### config.mk
export PLATFORM = sky130hd
export DESIGN_NAME = counter_down_reload
export DESIGN_NICKNAME = d
export VERILOG_FILES = /design/src/rtl/counter_down_reload.sv
export SDC_FILE = /design/constraint.sdc
export NUM_CORES = 1
export LEC_CHECK = 0
export ABC_AREA = 1
export ABC_CLOCK_PERIOD_IN_PS = 1400
export CAP_MARGIN = 20
export CORE_UTILIZATION = 44
export DETAILED_ROUTE_END_ITERATION = 10
export PLACE_DENSITY_LB_ADDON = 0.05
export SYNTH_ARGS = -nofsm -noshare
export SYNTH_HDL_FRONTEND = slang
export SYNTH_SLANG_ARGS = --single-unit
### constraint.sdc
create_clock -name clock -period 1.4 [get_ports clock]
set_input_delay 0.42 -clock clock [delete_from_list [all_inputs] [get_ports clock]]
set_output_delay 0.42 -clock clock [all_outputs]
set_load 0.01 [all_outputs]
### src/rtl/counter_down_reload.sv
// Loadable down-counter/timer: counts a loaded value down to zero, then stops
// (one-shot) or reloads (periodic), pulsing tc on the cycle count reaches zero.
module counter_down_reload #(
  parameter int unsigned           WIDTH      = 4,
  parameter logic [WIDTH-1:0]      INIT_VALUE = {WIDTH{1'b1}}
) (
  input  logic             clock,
  input  logic             reset,
  input  logic             enable,
  input  logic             load,
  input  logic [WIDTH-1:0] load_value,
  input  logic             auto_reload,
  output logic [WIDTH-1:0] count,
  output logic             zero,
  output logic             tc,
  output logic             busy,
  output logic             done
);

  typedef enum logic [1:0] {
    IDLE = 2'd0,
    RUN  = 2'd1,
    DONE = 2'd2
  } state_t;

  state_t           state;
  state_t           state_nxt;
  logic [WIDTH-1:0] reload_reg;
  logic [WIDTH-1:0] reload_nxt;
  logic [WIDTH-1:0] count_nxt;
  logic             tc_nxt;

  // State register; busy/done are registered decodes of the next state.
  always_ff @(posedge clock or negedge reset) begin
    if (!reset) begin
      state      <= IDLE;
      count      <= INIT_VALUE;
      reload_reg <= INIT_VALUE;
      tc         <= 1'b0;
      busy       <= 1'b0;
      done       <= 1'b0;
    end else begin
      state      <= state_nxt;
      count      <= count_nxt;
      reload_reg <= reload_nxt;
      tc         <= tc_nxt;
      busy       <= (state_nxt == RUN);
      done       <= (state_nxt == DONE);
    end
  end

  // Next-state logic: load beats counting; zero either reloads or expires.
  always_comb begin
    state_nxt  = state;
    count_nxt  = count;
    reload_nxt = reload_reg;
    tc_nxt     = 1'b0;
    if (load) begin
      count_nxt  = load_value;
      reload_nxt = load_value;
      state_nxt  = IDLE;
    end else if (enable && (state != DONE)) begin
      if (count != '0) begin
        count_nxt = count - WIDTH'(1);
        state_nxt = RUN;
        tc_nxt    = (count == WIDTH'(1));
      end else if (auto_reload && (reload_reg != '0)) begin
        count_nxt = reload_reg;
        state_nxt = RUN;
      end else begin
        state_nxt = DONE;
      end
    end
  end

  assign zero = (count == '0);

endmodule

# --- Word level (Yosys, flattened, before mapping) ---
# Index checks and enable logic that the tools add are counted.
totals:
  regBits: 13
  in_bits: 9
  elab_cells: 30
classes:
  reduce_logical: 8
  n_eq_ne: 4
  muxes: 11
  addsub: 1
op_table:
  columns: ["op", "count"]
  rows:
  - ["two-way mux 4 bit", 4]
  - ["two-way mux 2 bit", 4]
  - ["nonzero test 4 bit", 2]
  - ["equality test 4 x 1 -> 1 bit (second input constant)", 1]
  - ["logical NOT 4 bit", 1]
  - ["subtractor 4 x 1 -> 4 bit (second input constant)", 1]
  - ["two-way mux 1 bit", 3]
  - ["nonzero test 3 bit", 1]
  - ["equality test 2 x 1 -> 1 bit (second input constant)", 1]
  - ["equality test 2 bit (second input constant)", 1]
  - ["logical AND 1 bit", 2]
  - ["!= test 2 bit (second input constant)", 1]
  - ["AND reduction 2 bit", 1]
  - ["nonzero test 2 bit", 1]

# --- Depth between registers and ports, before layout ---
depth:
  depth_word: 7
  depth_mapped: 10
  mapped_depth_nobuf: 10

# --- Least setup slack after synthesis ---
# Ideal clock, no wire load.
synth_path:
  kind: "reg2out"
  start: "register count[0]"
  end: "output port zero"
  arrival_time_ns: 1.047
  setup_slack_ns: -0.067
  path_stages_with_launch: 5
  path_cell_list: "dfstp_2 > inv_1 > ha_1 > nand2_4 > inv_4"
synth_between:
  elab_chain_len: 1
synth_lines:
  columns: ["element", "line", "text"]
  rows:
  - ["start, declared", "13", "output logic [WIDTH-1:0] count,"]
  - ["start signal, assigned", "44", "count <= count_nxt;"]
  - ["logical NOT 4 bit", "76", "assign zero = (count == '0);"]
  - ["end, declared", "14", "output logic zero,"]
# Every way passes these cells.

# --- Worst setup path after layout ---
# Ends and elaborated chain as after synthesis.

==> results.cfg <==
[status]
status = finished, violations left
violations = design-rule violations, negative setup slack

[synthesis]
synth_nets = 111
synth-seq-area-share_pct = 42.95
yosysWarningCount = 0
syn_inst = 100
avgSynthCellArea_um2 = 7.807
synth_top_cell_area_share_pct = 26.92
synth.area.top_cells = dfstp_2, nand2_1, dfrtp_1
synthesis.area_um2 = 780.7
synth.distinct_cells = 22
synth_top_cell_by_area = dfstp_2
ys_ff_latch = 13

[clocking]
clock_latency_ns = 0.27
cts_hold_buf = 0
cts_root_buf = clkbuf_4
clockBufferDepth = 2
numCtsBuffers = 3
clock_sinks = 13
cts_tree = done
clk_pin_slew_ns = 0.09
cts_max_level = 1

[setup_path]
arrival_ns = 1.24
required_ns = 0.98
regToRegSetupSlack_ns = -0.04
worstSetupPathType = flop to output pin
start_kind = flop
end_kind = output pin
worst-path-max-fanout = 2

[routing]
drt-initial-drc-count = 10
drc_errors = 2
dr.pass1.iters = 7
wl_per_cell_um = 12.10
vias_per_cell = 4.868
wl_um = 1827
vias = 735
ant_nets = 0

[layout]
drive_above_1_share_pct = 42.96
num_antenna_cells = 0
fin_nets = 147
syn_to_final_growth_pct = 48.08
fin_cells = 151
utilization_pct = 73.33

[power]
powerDensity_nw_per_um2 = 1301
peakVddDrop_mv = 0.8279
p_leak_nw = 0.6224
p_total_w = 0.001504

[global_routing]
grt_max_degree = 14
antenna_found_initial = 0
gr-total-overflow = 0
gr-usage-all-layers_pct = 22.27
grt_pass1_vias = 706
grt_first_pass_wirelength_um = 3070

[die]
die_w_um = 44.13
num_rows = 14
coreArea_um2 = 1577
start_util_pct = 49.52
die_area_um2 = 1947
fp.dieH_um = 44.13
ios = 17

[sta]
relSlewSlack_pct = 86.76
fin_ws_ns = -0.2582
max_freq_mhz = 603.1
setup-tns-final_ns = -0.5516
drv_slew = 0
min_period_over_period_pct = 118.4
setup_viol = 4
rsz0062_at_grt = yes
tightest_slew_ns = 0.1982
hold_viol = 0
holdWs_ns = 0.4525
period_needed_ns = 1.658
clock_skew_ns = 0.002567

[placed_design]
io_buffers = 16
dp_hpwl_um = 1316
gp_congestion = 0.8287
dp_cells = 144

[worst_hold_path]
min_path_type = input pin to async pin

[job]
drv_cap = 0
stage by stage:
stage / worst slack [ns] / instance area [um2]
5_1_grt: -0.3032 / 1156
3_5_place_dp: -0.3404 / 1066
6_report: -0.2582 / 1156
2_1_floorplan: 0.01362 / 793.3
3_3_place_gp: -0.3204 / 1066
4_1_cts: -0.2524 / 1132
cells by family after synthesis:
logic type | synth area share [%]
simple gates | 40.06
fa+ha+maj | 3.205
buf+inv | 9.135
flops | 42.95
compound gates | 4.647
layout by cell type, fill, tap and decap left out, drive strengths merged:
cell           synthesis  final
o21ai                  3      3
nor3                   1      1
ha                     2      2
dfrtp                  5      5
nand3                 10     10
nand4                  1      1
nand2                 45     45
buf                    2     22
a21oi                  2      2
dlygate4sd2            0      3
nor2                   6      6
inv                   15     15
dfstp                  8      8
clkdlybuf4s50          0      8
clkbuf                 0      4
final timing paths:
| path | startpoint | endpoint | depth (start not counted) |
|---|---|---|---|
| min in group clock | reload_reg[3] | reload_reg[3] | 2 |
| max reg2reg | count[0] | count[2] | 11 |
| min | reset | state[1] | 2 |
| min reg2reg | reload_reg[3] | reload_reg[3] | 2 |
| max in group asynchronous | reset | count[2] | 2 |
| max | count[0] | zero | 5 |
power by group:
group	switching, W	internal, W
Combinational	0.000371	0.000384
Sequential	0.0000496	0.000462
Clock	0.000127	0.000110
Total	0.000548	0.000956
worst max-delay path: stages (launching register included):
cell and delay, ns:
dfstp_2 0.55, inv_2 0.05, ha_4 0.16, nand2_4 0.06
inv_4 0.03, buf_6 0.10
per-layer routing:
layer	global-route usage (%)	vias up	part of all wire, %
met5	0	-	0
met4	7.273	0	0.71
met3	3.673	2	3.1
met2	39.71	17	52
met1	27.13	340	44
li1	-	376	-
cell type report:
cell class | count | area (um2)
Fill cell | 133 | 420.4
Timing Repair Buffer | 33 | 297.8
Clock buffer | 4 | 26.28
Inverter | 15 | 61.31
Sequential cell | 13 | 335.3
Multi-Input combinational cell | 70 | 415.4
Tap cell | 16 | 20.02
repair_timing:
action,CTS,global route
endpoints found under the setup margin,10,12
pin swaps,4,1
setup buffers,4,0
resized for setup,34,6
cell usage after synthesis, drive strengths merged:
cell	instances
nand2	45
inv	15
nand3	10
dfstp	8
nor2	6
dfrtp	5
o21ai	3
a21oi	2
buf	2
ha	2
nand4	1
nor3	1
(Power assumes the default switching activity.)
